## config.mk

```make
export PLATFORM = sky130hd
export DESIGN_NAME = multicycle_controller
export DESIGN_NICKNAME = d
export VERILOG_FILES = /design/src/rtl/multicycle_controller.sv
export SDC_FILE = /design/constraint.sdc
export NUM_CORES = 1
export LEC_CHECK = 0
export BUFFER_PORTS_ARGS = -buffer_cell sky130_fd_sc_hd__buf_2
export CORE_MARGIN = 10
export CORE_UTILIZATION = 46
export DETAILED_ROUTE_END_ITERATION = 16
export MAX_ROUTING_LAYER = met4
export PLACE_DENSITY = 0.81
export SLEW_MARGIN = 10
export SYNTH_ARGS = -nofsm -noshare
export SYNTH_HDL_FRONTEND = slang
export SYNTH_SLANG_ARGS = --single-unit
export TNS_END_PERCENT = 10
```

## constraint.sdc

```tcl
create_clock -name clk -period 1.6 [get_ports clk]
set_input_delay 0.24 -clock clk [delete_from_list [all_inputs] [get_ports clk]]
set_output_delay 0.24 -clock clk [all_outputs]
set_load 0.03 [all_outputs]
```

## src/rtl/multicycle_controller.sv

```systemverilog
// multicycle_controller: control FSM for the multicycle RV32I core.
// Sequences one shared ALU, one unified memory port and the register file
// through the fetch/decode/execute/writeback phases of each instruction.
// Memory accesses wait on a mem_req/mem_ready handshake, so a slow memory
// stalls the datapath without corrupting it.
//
// Optional build macro: MULTICYCLE_CTRL_PERF_EN
//   When defined, adds cycle_cnt (non-IDLE cycles) and instret_cnt
//   (retired instructions) performance counters as extra outputs.
//
// STATE_W sets the state register width; the fixed encodings need >= 4.

module multicycle_controller #(
   parameter int STATE_W = 4
) (
   input  logic       clk,
   input  logic       rst,
   input  logic [6:0] Op,
   input  logic       Zero,
   input  logic       mem_ready,
   output logic       mem_req,
   output logic       AdrSrc,
   output logic       IRWrite,
   output logic       PCWrite,
   output logic       RegWrite,
   output logic       MemWrite,
   output logic [1:0] ResultSrc,
   output logic [1:0] ALUSrcA,
   output logic [1:0] ALUSrcB,
   output logic [1:0] ALUOp,
   output logic [1:0] ImmSrc,
   output logic       illegal_op
`ifdef MULTICYCLE_CTRL_PERF_EN
   ,
   output logic [31:0] cycle_cnt,
   output logic [31:0] instret_cnt
`endif
);

   // Opcode classes recognised by the main decoder
   localparam logic [6:0] opLoad   = 7'b0000011;
   localparam logic [6:0] opStore  = 7'b0100011;
   localparam logic [6:0] opRType  = 7'b0110011;
   localparam logic [6:0] opIType  = 7'b0010011;
   localparam logic [6:0] opBranch = 7'b1100011;
   localparam logic [6:0] opJal    = 7'b1101111;

   // Fixed state encodings; unused codes fall back to FETCH
   typedef enum logic [STATE_W-1:0] {
      IDLE     = STATE_W'(0),
      FETCH    = STATE_W'(1),
      DECODE   = STATE_W'(2),
      MEMADR   = STATE_W'(3),
      MEMREAD  = STATE_W'(4),
      MEMWB    = STATE_W'(5),
      MEMWRITE = STATE_W'(6),
      EXECR    = STATE_W'(7),
      EXECI    = STATE_W'(8),
      ALUWB    = STATE_W'(9),
      BEQ      = STATE_W'(10),
      JAL      = STATE_W'(11)
   } stateT;

   stateT      state;
   stateT      nextState;
   logic       pcUpdate;
   logic       branch;
   logic       immEnable;
   logic [1:0] immDecoded;
   logic       isLoad;
   logic       isStore;
   logic       isRType;
   logic       isIType;
   logic       isBranch;
   logic       isJal;

   // Opcode class flags shared by the next-state and immediate decoders
   always_comb begin
      isLoad   = (Op == opLoad);
      isStore  = (Op == opStore);
      isRType  = (Op == opRType);
      isIType  = (Op == opIType);
      isBranch = (Op == opBranch);
      isJal    = (Op == opJal);
   end

   // State register; reset abandons any in-flight instruction at once
   always_ff @(posedge clk or negedge rst) begin
      if (!rst) begin
         state <= IDLE;
      end else begin
         state <= nextState;
      end
   end

   // Next-state and Moore output decode; only the FETCH strobes, the
   // memory-stall holds and the branch PC term look at live inputs
   always_comb begin
      nextState  = state;
      mem_req    = 1'b0;
      AdrSrc     = 1'b0;
      IRWrite    = 1'b0;
      RegWrite   = 1'b0;
      MemWrite   = 1'b0;
      ResultSrc  = 2'b00;
      ALUSrcA    = 2'b00;
      ALUSrcB    = 2'b00;
      ALUOp      = 2'b00;
      illegal_op = 1'b0;
      pcUpdate   = 1'b0;
      branch     = 1'b0;
      immEnable  = 1'b1;

      case (state)
         IDLE: begin
            immEnable = 1'b0;
            nextState = FETCH;
         end

         FETCH: begin
            mem_req   = 1'b1;
            AdrSrc    = 1'b0;
            ALUSrcA   = 2'b00;
            ALUSrcB   = 2'b10;
            ALUOp     = 2'b00;
            ResultSrc = 2'b10;
            IRWrite   = mem_ready;
            pcUpdate  = mem_ready;
            if (mem_ready) begin
               nextState = DECODE;
            end
         end

         DECODE: begin
            ALUSrcA = 2'b01;
            ALUSrcB = 2'b01;
            ALUOp   = 2'b00;
            if (isLoad || isStore) begin
               nextState = MEMADR;
            end else if (isRType) begin
               nextState = EXECR;
            end else if (isIType) begin
               nextState = EXECI;
            end else if (isBranch) begin
               nextState = BEQ;
            end else if (isJal) begin
               nextState = JAL;
            end else begin
               illegal_op = 1'b1;
               nextState  = FETCH;
            end
         end

         MEMADR: begin
            ALUSrcA = 2'b10;
            ALUSrcB = 2'b01;
            ALUOp   = 2'b00;
            if (isLoad) begin
               nextState = MEMREAD;
            end else begin
               nextState = MEMWRITE;
            end
         end

         MEMREAD: begin
            mem_req   = 1'b1;
            AdrSrc    = 1'b1;
            ResultSrc = 2'b00;
            if (mem_ready) begin
               nextState = MEMWB;
            end
         end

         MEMWB: begin
            ResultSrc = 2'b01;
            RegWrite  = 1'b1;
            nextState = FETCH;
         end

         MEMWRITE: begin
            mem_req   = 1'b1;
            AdrSrc    = 1'b1;
            ResultSrc = 2'b00;
            MemWrite  = 1'b1;
            if (mem_ready) begin
               nextState = FETCH;
            end
         end

         EXECR: begin
            ALUSrcA   = 2'b10;
            ALUSrcB   = 2'b00;
            ALUOp     = 2'b10;
            nextState = ALUWB;
         end

         EXECI: begin
            ALUSrcA   = 2'b10;
            ALUSrcB   = 2'b01;
            ALUOp     = 2'b10;
            nextState = ALUWB;
         end

         ALUWB: begin
            ResultSrc = 2'b00;
            RegWrite  = 1'b1;
            nextState = FETCH;
         end

         BEQ: begin
            ALUSrcA   = 2'b10;
            ALUSrcB   = 2'b00;
            ALUOp     = 2'b01;
            ResultSrc = 2'b00;
            branch    = 1'b1;
            nextState = FETCH;
         end

         JAL: begin
            ALUSrcA   = 2'b01;
            ALUSrcB   = 2'b10;
            ALUOp     = 2'b00;
            ResultSrc = 2'b00;
            pcUpdate  = 1'b1;
            nextState = ALUWB;
         end

         default: begin
            immEnable = 1'b0;
            nextState = FETCH;
         end
      endcase
   end

   // PC enable merges unconditional updates with a taken branch
   assign PCWrite = pcUpdate | (branch & Zero);

   // Immediate format select straight from the opcode, silenced in IDLE
   // and in unused encodings so those states drive all-zero outputs
   always_comb begin
      immDecoded = 2'b00;
      if (isStore) begin
         immDecoded = 2'b01;
      end else if (isBranch) begin
         immDecoded = 2'b10;
      end else if (isJal) begin
         immDecoded = 2'b11;
      end
      ImmSrc = immEnable ? immDecoded : 2'b00;
   end

`ifdef MULTICYCLE_CTRL_PERF_EN
   logic instRetire;

   // An instruction retires when its final state hands back to FETCH
   always_comb begin
      instRetire = (nextState == FETCH) &&
                   ((state == MEMWB) || (state == MEMWRITE) ||
                    (state == ALUWB) || (state == BEQ));
   end

   // Free-running performance counters, wrapping at 2^32
   always_ff @(posedge clk or negedge rst) begin
      if (!rst) begin
         cycle_cnt   <= 32'd0;
         instret_cnt <= 32'd0;
      end else begin
         if (state != IDLE) begin
            cycle_cnt <= cycle_cnt + 32'd1;
         end
         if (instRetire) begin
            instret_cnt <= instret_cnt + 32'd1;
         end
      end
   end
`endif

endmodule

```

==> results_tabular.tex, run 1 <==
\begin{tabular}{lr}
\hline
Metric & Value \\
\hline
\multicolumn{2}{l}{\textbf{Clocking}} \\
\quad Clk sink count & 4 \\
\quad Inserted Clock Buffers & 3 \\
\quad Clock tree from TritonCTS & built \\
\quad Worst-case clock buffer depth & 2 \\
\quad Clock Pin Slew Worst Setup and Hold Paths & 0.04 ns \\
\quad H-tree depth reported by CTS & 1 \\
\quad Clock latency on the worst-skew pair & 0.23 ns \\
\quad Root buf cell & sky130\_fd\_sc\_hd\_\_clkbuf\_4 \\
\multicolumn{2}{l}{\textbf{Timing}} \\
\quad Final setup vio count & 10 \\
\quad RSZ-0062 raised after global routing & true \\
\quad Transition time of the tightest slew-check pin & 0.356 ns \\
\quad Max-slew violations & 0 \\
\quad Highest Clock Rate & 0.570 GHz \\
\quad Hold Fails Final Rpt & 0 \\
\quad Period Utilization, post-route & 110\% \\
\quad Period minus WS final & 1.75 ns \\
\quad Worst relative slew slack & 76.2\% \\
\quad Setup ws final & -0.154 ns \\
\quad Post-route clock skew & 0.00351 ns \\
\multicolumn{2}{l}{\textbf{Placed design}} \\
\quad Gpl congestion & 0.935 \\
\quad Sum of net half-perimeters after detailed placement & 1710 µm \\
\quad Port Buffer Count & 27 \\
\quad Total instance count after detailed placement & 135 \\
\multicolumn{2}{l}{\textbf{Global routing}} \\
\quad Global-route wire length before repair & 3850 µm \\
\quad Global-route total usage across every layer & 14.6\% \\
\quad Initial antenna violation count & 0 \\
\quad Grt total ovfl & 0 \\
\quad Maximum number of pins on one net before global-route repair & 13 \\
\quad Via count of the first global-routing pass & 855 \\
\multicolumn{2}{l}{\textbf{Synth}} \\
\quad Yosys warns & 0 \\
\quad Library cell with the largest summed area after synthesis & sky130\_fd\_sc\_hd\_\_dfrtp\_1 \\
\quad Number of synthesized register bits & 4 \\
\quad Instance count of the mapped netlist & 85 \\
\quad Net count after synthesis & 96 \\
\quad Mean area per synthesized cell & 7.71 µm² \\
\quad Number of distinct standard cells referenced by the synthesized netlist & 42 \\
\quad Post-synth top flop & sky130\_fd\_sc\_hd\_\_dfrtp\_1 \\
\quad Number of synthesized flops with an enable pin & 0 \\
\quad Syn Std Cell Area & 656 µm² \\
\quad Async SR Flop Fraction & 100\% \\
\quad Synth top area cells & sky130\_fd\_sc\_hd\_\_dfrtp\_1, sky130\_fd\_sc\_hd\_\_nor2\_1, sky130\_fd\_sc\_hd\_\_buf\_6, sky130\_fd\_sc\_hd\_\_nand2b\_1, sky130\_fd\_sc\_hd\_\_a21oi\_1 \\
\quad Sequential area share after synthesis & 15.3\% \\
\quad Share of the synthesized area in the top cell type & 15.3\% \\
\multicolumn{2}{l}{\textbf{Die}} \\
\quad Standard cell core area & 0.00132 mm² \\
\quad Die area & 0.00334 mm² \\
\quad Chip Width & 57.8 µm \\
\quad Number of top-level pins & 28 \\
\quad Effective utilization at floorplan & 49.8\% \\
\quad Floorplan row count & 13 \\
\quad Die span in y & 57.8 µm \\
\multicolumn{2}{l}{\textbf{Worst setup path}} \\
\quad CP startpoint kind & flip-flop \\
\quad Crit Path Max Fanout & 5 \\
\quad Kind of end point of the critical path & output port \\
\quad Class of the most critical setup path & flip-flop to output port \\
\quad Data arrival time at the worst-slack endpoint & 1.51 ns \\
\quad Critical path required time & 1.36 ns \\
\multicolumn{2}{l}{\textbf{Min path}} \\
\quad Kind of path behind the tightest hold check & primary input to async pin \\
\multicolumn{2}{l}{\textbf{Final layout}} \\
\quad Leading cell type in the layout, fill and taps excluded & sky130\_fd\_sc\_hd\_\_buf\_4 \\
\quad Antenna diode instance count & 0 \\
\quad Total Nets Final & 138 \\
\quad Largest Register & state \\
\quad Count of placed standard cells in the final layout, fillers left out & 140 \\
\quad Post-layout util & 80.3\% \\
\quad Share of final-layout standard cells stronger than drive strength 1 & 56.0\% \\
\quad Commonest cells after routing, fill and taps aside & sky130\_fd\_sc\_hd\_\_buf\_4, sky130\_fd\_sc\_hd\_\_buf\_2, sky130\_fd\_sc\_hd\_\_nor2\_1, sky130\_fd\_sc\_hd\_\_buf\_6, sky130\_fd\_sc\_hd\_\_nand2\_1 \\
\quad Largest regs & state: 4 flops \\
\quad Area growth from synthesis to layout & 61.5\% \\
\quad Max reg flops & 4 \\
\multicolumn{2}{l}{\textbf{Route}} \\
\quad ANT nets after route & 0 \\
\quad Iter 0 DRT Violations & 42 \\
\quad DRC errors left & 0 \\
\quad Drt first pass iters & 4 \\
\quad Detailed Route WL & 2500 µm \\
\quad DR vias/cell & 6.21 \\
\quad Total via count in the routed design & 869 \\
\quad Wire length per cell & 17.9 µm \\
\multicolumn{2}{l}{\textbf{Power}} \\
\quad Peak ir drop on the vdd network & 0.952 mV \\
\quad Leakage component of the power & 0.000474 µW \\
\quad Ratio of total power to cell area & 1750 mW/mm² \\
\multicolumn{2}{l}{\textbf{Outcome}} \\
\quad Outcome & finished with violations \\
\quad Violations in the final reports & setup timing \\
\multicolumn{2}{l}{\textbf{Run}} \\
\quad Maxcap violations & 0 \\
\hline
\end{tabular}
==> power by group <==
group	switching, µW	total [µW]	internal (µW)
Combinational	812	1520	711
Clock	34.4	118	83.4
Sequential	73.1	216	143
Total	920	1860	937
==> cell type report <==
cell class	instances	area, µm²
Sequential cell	4	105
Timing Repair Buffer	44	338
Multi-Input combinational cell	73	571
Tap cell	15	18.8
Inverter	1	3.75
Fill cell	94	259
Clock buffer	3	22.5
==> per-stage QoR <==
stage               hold WS (ns)  cell area [µm²]  total power, µW  setup TNS, ns  setup WS (ns)
floorplan                -0.0556              677             1000         -0.733         -0.230
global placement          0.0464              873             1360              0         0.0489
detailed placement        0.0469              873             1370        -0.0427        -0.0427
CTS                        0.345             1010             1740         -0.525         -0.141
global route               0.362             1060             1960          -1.50         -0.178
finish                     0.342             1060             1860         -0.781         -0.154
==> worst paths after layout <==
kind | slack (ns) | start | endpoint | depth (start not counted)
max | -0.15 | state[1]$_DFFE_PN0P_ | ALUSrcB[1] | 5
min | 0.34 | rst | state[0]$_DFFE_PN0P_ | 2
max reg2reg | -0.05 | state[3]$_DFFE_PN0P_ | state[3]$_DFFE_PN0P_ | 6
min reg2reg | 0.66 | state[1]$_DFFE_PN0P_ | state[0]$_DFFE_PN0P_ | 2
max in group asynchronous | 1.12 | rst | state[1]$_DFFE_PN0P_ | 2
min in group clk | 0.37 | mem_ready | state[0]$_DFFE_PN0P_ | 3
==> repair_timing <==
action | in CTS | in global routing
gates resized for setup | 30 | 15
setup buffers | 2 | 0
hold buffers | 1 | 0
endpoints found under the setup margin | 14 | 18
pin swaps | 7 | 2
hold endpoints to repair | 4 | 0
==> synthesized netlist by cell type, types with 2 or more instances <==
cell	count
sky130_fd_sc_hd__a21o_1	2
sky130_fd_sc_hd__a21oi_1	6
sky130_fd_sc_hd__and2_1	2
sky130_fd_sc_hd__buf_6	3
sky130_fd_sc_hd__clkbuf_8	2
sky130_fd_sc_hd__dfrtp_1	4
sky130_fd_sc_hd__nand2_1	6
sky130_fd_sc_hd__nand2b_1	5
sky130_fd_sc_hd__nand3_1	3
sky130_fd_sc_hd__nand4_1	2
sky130_fd_sc_hd__nor2_1	11
sky130_fd_sc_hd__nor2b_1	4
sky130_fd_sc_hd__nor3_1	2
sky130_fd_sc_hd__o21ai_0	2
sky130_fd_sc_hd__o31ai_1	2
sky130_fd_sc_hd__o32ai_1	2
sky130_fd_sc_hd__or3b_1	2
==> cells by family after synthesis <==
kind of cell               count (synthesis)  synth area share, %
and+or+nand+nor                           44                 40.8
buffers and inverters                      8                 11.3
AOI/OAI and AO/OA                         26                 28.4
xor gates and xnor gates                   2                 2.67
adders and majority gates                  1                 1.53
DFF                                        4                 15.3
==> worst max-delay path: stages (launching register included) <==
cell and delay [ns]:
sky130_fd_sc_hd__dfrtp_2 0.43, sky130_fd_sc_hd__buf_6 0.14, sky130_fd_sc_hd__nor2b_4 0.12, sky130_fd_sc_hd__buf_6 0.12, sky130_fd_sc_hd__nor4b_4 0.30, sky130_fd_sc_hd__buf_6 0.18
==> per-layer routing <==
layer	up-vias	wire length (µm)	global-route usage, %
met5	-	0	-
met3	16	181	5.01
met2	60	1200	24.1
met4	0	123	9.73
met1	396	991	14.1
li1	397	-	-
Note: power is estimated with default switching activity, not from simulation.
==> inputs of run 2 (changes only) <==
ABC_AREA = 1   (was default)
CELL_PAD_IN_SITES_DETAIL_PLACEMENT = 1   (was default)
CELL_PAD_IN_SITES_GLOBAL_PLACEMENT = 2   (was default)
CORE_ASPECT_RATIO = 0.75   (was default)
CORE_UTILIZATION = 19   (was 46)
PLACE_DENSITY = 0.79   (was 0.81)
==> run 2 against run 1 <==
The flow still finishes with violations (setup timing). Maximum frequency increased by 0.57%. Combinational power decreased by 18%. Via count decreased by 22%. Clock power increased by 14%. Clock-buffer cell count unchanged. Worst hold slack got worse by 0.027 ns. Power decreased by 15%. Cell area decreased by 27%. Final cell count increased by 12%. Largest cell class unchanged. Largest power group unchanged.
==> results_tabular.tex, run 2 <==
\begin{tabular}{lr}
\hline
Metric & Value \\
\hline
\multicolumn{2}{l}{\textbf{Outcome}} \\
\quad Outcome & finished with violations \\
\quad Violations in the final reports & setup timing \\
\multicolumn{2}{l}{\textbf{Worst setup path}} \\
\quad Critical path required time & 1.36 ns \\
\quad Worst reg-to-reg setup slack & 0.27 ns \\
\quad Cell occurring most often along the worst timing path & sky130\_fd\_sc\_hd\_\_inv\_2 \\
\quad Class of the most critical setup path & flip-flop to output port \\
\quad Crit Path Max Fanout & 5 \\
\quad Crit-path slowest cell & sky130\_fd\_sc\_hd\_\_dfrtp\_1 \\
\quad Kind of end point of the critical path & output port \\
\quad Worst Reg-to-Reg Cells & 8 \\
\quad List of cells traversed by the critical path & inv\_2 -> nor2\_2 -> inv\_2 -> nor2\_2 -> inv\_2 -> o21ai\_2 -> or3\_1 -> buf\_6 \\
\quad Crit Reg-Reg Startpoint & state[3]\$\_DFFE\_PN0P\_ \\
\quad Reg-to-reg critical path endpoint & state[0]\$\_DFFE\_PN0P\_ \\
\quad Delay of the slowest cell on the worst path & 0.39 ns \\
\quad Data arrival time at the worst-slack endpoint & 1.50 ns \\
\quad CP startpoint kind & flip-flop \\
\multicolumn{2}{l}{\textbf{Route}} \\
\quad Iter 0 DRT Violations & 26 \\
\quad Met3 Wirelength & 73 µm \\
\quad ANT nets after route & 0 \\
\quad Wire length per cell & 13.0 µm \\
\quad Uppermost signal routing layer after detailed routing & met4 \\
\quad Drt first pass iters & 3 \\
\quad Detailed-routing wirelength on met1 & 856 µm \\
\quad Total via count in the routed design & 675 \\
\quad DRC errors left & 0 \\
\quad DR vias/cell & 4.30 \\
\quad Detailed-routed wire length on met2 & 1090 µm \\
\quad Detailed Route WL & 2050 µm \\
\multicolumn{2}{l}{\textbf{Final layout}} \\
\quad Count of placed standard cells in the final layout, fillers left out & 157 \\
\quad Area growth from synthesis to layout & 56.4\% \\
\quad Antenna diode instance count & 0 \\
\quad Total Nets Final & 136 \\
\quad Max reg flops & 4 \\
\quad Largest regs & state: 4 flops \\
\quad Leading cell type in the layout, fill and taps excluded & sky130\_fd\_sc\_hd\_\_nand2\_1 \\
\quad Commonest cells after routing, fill and taps aside & sky130\_fd\_sc\_hd\_\_nand2\_1, sky130\_fd\_sc\_hd\_\_buf\_2, sky130\_fd\_sc\_hd\_\_nor2\_1 \\
\quad Largest Register & state \\
\quad Number of filler cells placed in the layout & 337 \\
\quad Share of final-layout standard cells stronger than drive strength 1 & 42.3\% \\
\multicolumn{2}{l}{\textbf{Placed design}} \\
\quad Total instance count after detailed placement & 151 \\
\quad Sum of net half-perimeters after detailed placement & 1720 µm \\
\quad Setup slack at placement & 0.0697 ns \\
\quad Gpl congestion & 0.783 \\
\quad Port Buffer Count & 27 \\
\multicolumn{2}{l}{\textbf{Power}} \\
\quad P\_sw & 929 µW \\
\quad Leakage component of the power & 0.000452 µW \\
\quad Ratio of total power to cell area & 2040 mW/mm² \\
\quad Internal power component & 653 µW \\
\quad Part of the total power dissipated in sequential elements & 12.4\% \\
\quad Switching power as a share of total power & 58.7\% \\
\quad Share of power burned in the clock network & 8.6\% \\
\quad Peak ir drop on the vdd network & 0.542 mV \\
\quad Gate power share & 79.0\% \\
\multicolumn{2}{l}{\textbf{Timing}} \\
\quad Period Utilization, post-route & 109\% \\
\quad Max-slew violations & 0 \\
\quad RSZ-0062 raised after global routing & true \\
\quad Period minus WS final & 1.74 ns \\
\quad Worst relative slew slack & 80.6\% \\
\quad Hold Fails Final Rpt & 0 \\
\quad Transition time of the tightest slew-check pin & 0.290 ns \\
\quad Post-route clock skew & 0.0111 ns \\
\quad Final setup vio count & 11 \\
\quad Highest Clock Rate & 0.573 GHz \\
\quad Setup ws final & -0.144 ns \\
\multicolumn{2}{l}{\textbf{Clocking}} \\
\quad Inserted Clock Buffers & 3 \\
\quad Clock latency on the worst-skew pair & 0.25 ns \\
\quad Root buf cell & sky130\_fd\_sc\_hd\_\_clkbuf\_4 \\
\quad Clock Pin Slew Worst Setup and Hold Paths & 0.04 ns \\
\quad H-tree depth reported by CTS & 1 \\
\quad Worst-case clock buffer depth & 2 \\
\quad Clk sink count & 4 \\
\quad Clock tree from TritonCTS & built \\
\multicolumn{2}{l}{\textbf{Synth}} \\
\quad Async SR Flop Fraction & 100\% \\
\quad Net count after synthesis & 101 \\
\quad Number of distinct standard cells referenced by the synthesized netlist & 20 \\
\quad Share of the synthesized area in the top cell type & 20.2\% \\
\quad Instance count of the mapped netlist & 90 \\
\quad Mean area per synthesized cell & 5.52 µm² \\
\quad Sequential area share after synthesis & 20.2\% \\
\quad Post-synth top flop & sky130\_fd\_sc\_hd\_\_dfrtp\_1 \\
\quad Most numerous cell in the Yosys netlist & sky130\_fd\_sc\_hd\_\_nand2\_1 \\
\quad Number of synthesized flops with an enable pin & 0 \\
\quad Yosys warns & 0 \\
\quad Synth top area cells & sky130\_fd\_sc\_hd\_\_dfrtp\_1, sky130\_fd\_sc\_hd\_\_nand2\_1, sky130\_fd\_sc\_hd\_\_nor2\_1, sky130\_fd\_sc\_hd\_\_inv\_1, sky130\_fd\_sc\_hd\_\_nand3\_1 \\
\quad Library cell with the largest summed area after synthesis & sky130\_fd\_sc\_hd\_\_dfrtp\_1 \\
\quad Number of synthesized register bits & 4 \\
\quad Syn Std Cell Area & 497 µm² \\
\quad Ranking of synthesized cells by instance count & sky130\_fd\_sc\_hd\_\_nand2\_1, sky130\_fd\_sc\_hd\_\_nor2\_1, sky130\_fd\_sc\_hd\_\_inv\_1 \\
\multicolumn{2}{l}{\textbf{Die}} \\
\quad Standard cell core area & 0.00240 mm² \\
\quad Number of top-level pins & 28 \\
\quad Effective utilization at floorplan & 20.7\% \\
\quad Die span in y & 64.3 µm \\
\quad Chip Width & 79.0 µm \\
\quad Die area & 0.00508 mm² \\
\quad Floorplan row count & 15 \\
\multicolumn{2}{l}{\textbf{Global routing}} \\
\quad Initial antenna violation count & 0 \\
\quad Maximum number of pins on one net before global-route repair & 8 \\
\quad Global-route total usage across every layer & 8.24\% \\
\quad Global-route wire length before repair & 3190 µm \\
\quad Grt total ovfl & 0 \\
\quad Via count of the first global-routing pass & 699 \\
\multicolumn{2}{l}{\textbf{Min path}} \\
\quad Kind of path behind the tightest hold check & primary input to async pin \\
\multicolumn{2}{l}{\textbf{Run}} \\
\quad Maxcap violations & 0 \\
\hline
\end{tabular}
## run 2: changes by cell type in the layout (fill, tap and decap cells not counted), moves of 4 or more
| cell | change |
|---|---|
| sky130_fd_sc_hd__nand2b_4 | -4 |
| sky130_fd_sc_hd__inv_1 | +10 |
| sky130_fd_sc_hd__buf_4 | -12 |
| sky130_fd_sc_hd__nor2_2 | +4 |
| sky130_fd_sc_hd__buf_6 | -6 |
| sky130_fd_sc_hd__nor2_1 | +5 |
| sky130_fd_sc_hd__nand2_1 | +16 |
| sky130_fd_sc_hd__inv_2 | +7 |
## run 2: cell type report
| cell class | instances | area, µm² | area share, % |
|---|---|---|---|
| Inverter | 18 | 67.6 | 8.70 |
| Tap cell | 34 | 42.5 | 5.48 |
| Multi-Input combinational cell | 68 | 340 | 43.8 |
| Sequential cell | 4 | 101 | 13.0 |
| Timing Repair Buffer | 30 | 203 | 26.1 |
| Clock buffer | 3 | 22.5 | 2.90 |
## run 2: worst max-delay path: cells and delay by family, from the launching register on
family / cells / cell delay, ns
DFF: 1 / 0.39
buffers and inverters: 4 / 0.39
and+or+nand+nor: 3 / 0.41
AOI/OAI and AO/OA: 1 / 0.06
## run 2: per-layer routing
layer	vias to the layer above	global-route usage (%)
met5	-	-
met1	318	8.33
li1	344	-
met4	0	3.35
met3	5	3.21
met2	8	14.0
## run 2: how the worst max path moves through the flow
stage	slack (ns)	from	endpoint
2_1_floorplan	0.03	state[2]$_DFFE_PN0P_	IRWrite
3_3_place_gp	0.07	state[3]$_DFFE_PN0P_	ALUSrcA[1]
3_5_place_dp	0.07	state[3]$_DFFE_PN0P_	ALUSrcA[1]
4_1_cts	-0.14	state[3]$_DFFE_PN0P_	ALUSrcA[1]
5_1_grt	-0.22	state[3]$_DFFE_PN0P_	ALUSrcA[1]
6_report	-0.14	state[3]$_DFFE_PN0P_	ALUSrcA[1]
## run 2: through the flow
stage	power (µW)	cell area (µm²)	hold WS (ns)	setup TNS (ns)	util, %
2_1_floorplan	992	503	-0.0556	0	-
3_3_place_gp	1290	681	0.0497	0	28.3
3_5_place_dp	1300	681	0.0535	0	28.3
4_1_cts	1590	769	0.314	-0.595	32.0
5_1_grt	1710	777	0.331	-1.75	32.3
6_report	1580	777	0.314	-0.590	32.3
## run 2: kinds of logic (layout without fill, tap and decap cells)
family,Yosys count,in the layout,share of synthesized area (%)
flip-flops,4,4,20.2
buffers and inverters,18,51,13.6
AO/OA/AOI/OAI,12,12,14.1
AND/OR/NAND/NOR,56,56,52.1
## run 2: timing repair
| item | in CTS | in global routing |
|---|---|---|
| pin swaps | 0 | 0 |
| hold buffers | 1 | 0 |
| gates resized for setup | 18 | 4 |
| hold endpoints to repair | 4 | 0 |
| buffers inserted | 2 | 0 |
| setup endpoints to repair | 11 | 15 |
## run 2: power by group through the flow
stage	Clock (µW)	Sequential, µW	Combinational, µW
floorplan	0	180	812
global route	155	201	1350
global placement	0	189	1100
CTS	141	194	1250
detailed placement	0	190	1110
finish	135	196	1250
==> inputs of run 3 (changes only) <==
CORE_UTILIZATION = 20   (was 19)
PLACE_DENSITY = default   (was 0.79)
PLACE_DENSITY_LB_ADDON = 0.1   (was default)
clock period = 2.05 ns   (was 1.6 ns; I/O delays follow)
==> run 3 against run 2 <==
The run now ends clean. Die area is 3.6% lower. Largest cell class unchanged. Combinational power fell by 33%. Highest routed layer is now met3. Critical path type unchanged. Worst hold slack gained 0.090 ns. Largest power group unchanged.
==> results_tabular.tex, run 3 (synthesis results as in run 2) <==
\begin{tabular}{lr}
\hline
Metric & Value \\
\hline
\multicolumn{2}{l}{\textbf{Timing}} \\
\quad Worst relative slew slack & 80.5\% \\
\quad Final TNS setup & 0 ns \\
\quad Post-route clock skew & 0.00755 ns \\
\quad Hold Fails Final Rpt & 0 \\
\quad RSZ-0062 raised after global routing & false \\
\quad Highest Clock Rate & 0.548 GHz \\
\quad Period Utilization, post-route & 89.1\% \\
\quad Period minus WS final & 1.83 ns \\
\quad Final setup vio count & 0 \\
\quad Transition time of the tightest slew-check pin & 0.293 ns \\
\quad Max-slew violations & 0 \\
\multicolumn{2}{l}{\textbf{Final layout}} \\
\quad Share of final-layout standard cells stronger than drive strength 1 & 34.7\% \\
\quad Post-route standard cell area excluding fillers & 707 µm² \\
\quad Largest regs & state: 4 flops \\
\quad Max reg flops & 4 \\
\quad Total Nets Final & 134 \\
\quad Leading cell type in the layout, fill and taps excluded & sky130\_fd\_sc\_hd\_\_buf\_2 \\
\quad Largest Register & state \\
\quad Area growth from synthesis to layout & 42.3\% \\
\quad Antenna diode instance count & 0 \\
\quad Commonest cells after routing, fill and taps aside & sky130\_fd\_sc\_hd\_\_buf\_2, sky130\_fd\_sc\_hd\_\_nand2\_1, sky130\_fd\_sc\_hd\_\_nor2\_1 \\
\multicolumn{2}{l}{\textbf{Worst setup path}} \\
\quad Worst reg-to-reg setup slack & 0.80 ns \\
\quad Critical path required time & 1.74 ns \\
\quad Crit Path Max Fanout & 5 \\
\quad Kind of end point of the critical path & output port \\
\quad Data arrival time at the worst-slack endpoint & 1.52 ns \\
\quad List of cells traversed by the critical path & inv\_1 -> nor2\_1 -> inv\_2 -> nor2\_1 -> inv\_2 -> o21ai\_2 -> or3\_1 -> buf\_2 \\
\quad CP top delay family & buffers and inverters \\
\quad Class of the most critical setup path & flip-flop to output port \\
\quad Crit-path slowest cell & sky130\_fd\_sc\_hd\_\_dfrtp\_1 \\
\quad Critical path buffer and inverter count & 4 \\
\quad CP startpoint kind & flip-flop \\
\quad Delay of the slowest cell on the worst path & 0.39 ns \\
\multicolumn{2}{l}{\textbf{Global routing}} \\
\quad Maximum number of pins on one net before global-route repair & 8 \\
\quad Global-route wire length before repair & 3110 µm \\
\quad Initial antenna violation count & 0 \\
\quad Global-route total usage across every layer & 7.77\% \\
\quad Via count of the first global-routing pass & 665 \\
\quad Grt total ovfl & 0 \\
\multicolumn{2}{l}{\textbf{Min path}} \\
\quad Kind of path behind the tightest hold check & primary input to async pin \\
\multicolumn{2}{l}{\textbf{Clocking}} \\
\quad H-tree depth reported by CTS & 1 \\
\quad Root buf cell & sky130\_fd\_sc\_hd\_\_clkbuf\_4 \\
\quad Clock Pin Slew Worst Setup and Hold Paths & 0.04 ns \\
\quad Inserted Clock Buffers & 3 \\
\quad Postcts setup bufs & 0 \\
\quad Clock tree from TritonCTS & built \\
\quad Worst-case clock buffer depth & 2 \\
\quad Clk sink count & 4 \\
\quad Clock latency on the worst-skew pair & 0.23 ns \\
\multicolumn{2}{l}{\textbf{Outcome}} \\
\quad Outcome & finished clean \\
\multicolumn{2}{l}{\textbf{Placed design}} \\
\quad Instance area at placement & 674 µm² \\
\quad Port Buffer Count & 27 \\
\quad Gpl congestion & 0.754 \\
\quad Sum of net half-perimeters after detailed placement & 1720 µm \\
\multicolumn{2}{l}{\textbf{Route}} \\
\quad ANT nets after route & 0 \\
\quad Detailed Route WL & 1900 µm \\
\quad Iter 0 DRT Violations & 28 \\
\quad Total via count in the routed design & 648 \\
\quad Wire length per cell & 12.3 µm \\
\quad Drt first pass iters & 4 \\
\quad DRC errors left & 0 \\
\quad DR vias/cell & 4.18 \\
\multicolumn{2}{l}{\textbf{Power}} \\
\quad Leakage component of the power & 0.000440 µW \\
\quad Internal power component & 411 µW \\
\quad Switching power as a share of total power & 62.2\% \\
\quad Sum of internal, switching and leakage power & 1090 µW \\
\quad Peak ir drop on the vdd network & 0.437 mV \\
\quad Part of the total power dissipated in sequential elements & 13.5\% \\
\quad Share of power burned in the clock network & 9.0\% \\
\quad Ratio of total power to cell area & 1540 mW/mm² \\
\quad Gate power share & 77.5\% \\
\quad P\_sw & 676 µW \\
\multicolumn{2}{l}{\textbf{Die}} \\
\quad Standard cell core area & 0.00233 mm² \\
\quad Number of top-level pins & 28 \\
\quad Die area & 0.00490 mm² \\
\quad Chip Width & 77.5 µm \\
\quad Floorplan row count & 15 \\
\quad Effective utilization at floorplan & 21.3\% \\
\quad Die span in y & 63.2 µm \\
\multicolumn{2}{l}{\textbf{Run}} \\
\quad Maxcap violations & 0 \\
\hline
\end{tabular}
==> run 3: cell count changes in the layout (fill, tap and decap cells not counted), moves of 3 or more <==
cell                     delta
sky130_fd_sc_hd__nor2_1     +3
sky130_fd_sc_hd__nor2_2     -3
sky130_fd_sc_hd__inv_1      +3
sky130_fd_sc_hd__buf_4      -8
sky130_fd_sc_hd__buf_6      -4
sky130_fd_sc_hd__inv_2      -3
sky130_fd_sc_hd__buf_2     +11
==> run 3: path summary, 6_finish.rpt <==
path	startpoint	to	depth (start not counted)
worst max-delay path	state[3]$_DFFE_PN0P_	ALUSrcA[1]	8
min in group clk	mem_ready	state[1]$_DFFE_PN0P_	4
worst max register to register	state[1]$_DFFE_PN0P_	state[0]$_DFFE_PN0P_	8
worst min register to register	state[2]$_DFFE_PN0P_	state[2]$_DFFE_PN0P_	2
worst min-delay path	rst	state[1]$_DFFE_PN0P_	2
max in group asynchronous	rst	state[2]$_DFFE_PN0P_	2
==> run 3: final cells by class <==
class / instances / area [µm²]
tap: 34 / 42.5
sequential: 4 / 100
multi-input combinational: 68 / 329
timing repair buffer: 28 / 145
clock buffer: 3 / 22.5
fill: 339 / 1620
inverter: 18 / 67.6
==> run 3: repair_timing <==
| item | 4_1_cts | 5_1_grt |
|---|---|---|
| hold endpoints to repair | 4 | 0 |
| hold buffers | 1 | 0 |
| resized for setup | 0 | 0 |
==> run 3: power by group through the flow <==
| stage | registers [µW] | logic (µW) | clock network, µW |
|---|---|---|---|
| 3_3_place_gp | 147 | 853 | 0 |
| 2_1_floorplan | 140 | 625 | 0 |
| 4_1_cts | 148 | 859 | 101 |
| 6_report | 147 | 842 | 98.1 |
| 5_1_grt | 154 | 930 | 112 |
| 3_5_place_dp | 148 | 855 | 0 |
==> run 3: per-stage QoR <==
| step | hold WS (ns) | cells | setup WS (ns) | util [%] |
|---|---|---|---|---|
| 4_1_cts | 0.404 | 155 | 0.223 | 30.4 |
| 3_5_place_dp | 0.119 | 151 | 0.478 | 29.0 |
| 3_3_place_gp | 0.118 | 151 | 0.492 | 29.0 |
| 5_1_grt | 0.418 | 155 | 0.109 | 30.4 |
| 2_1_floorplan | 0.0119 | 90 | 0.139 | - |
| 6_report | 0.405 | 155 | 0.224 | 30.4 |
==> run 3: layer usage <==
layer / wire (µm) / GRT usage [%]
met2: 737 / 10.5
met4: 0 / 0.682
met1: 1050 / 10.7
met5: 0 / -
met3: 114 / 3.26
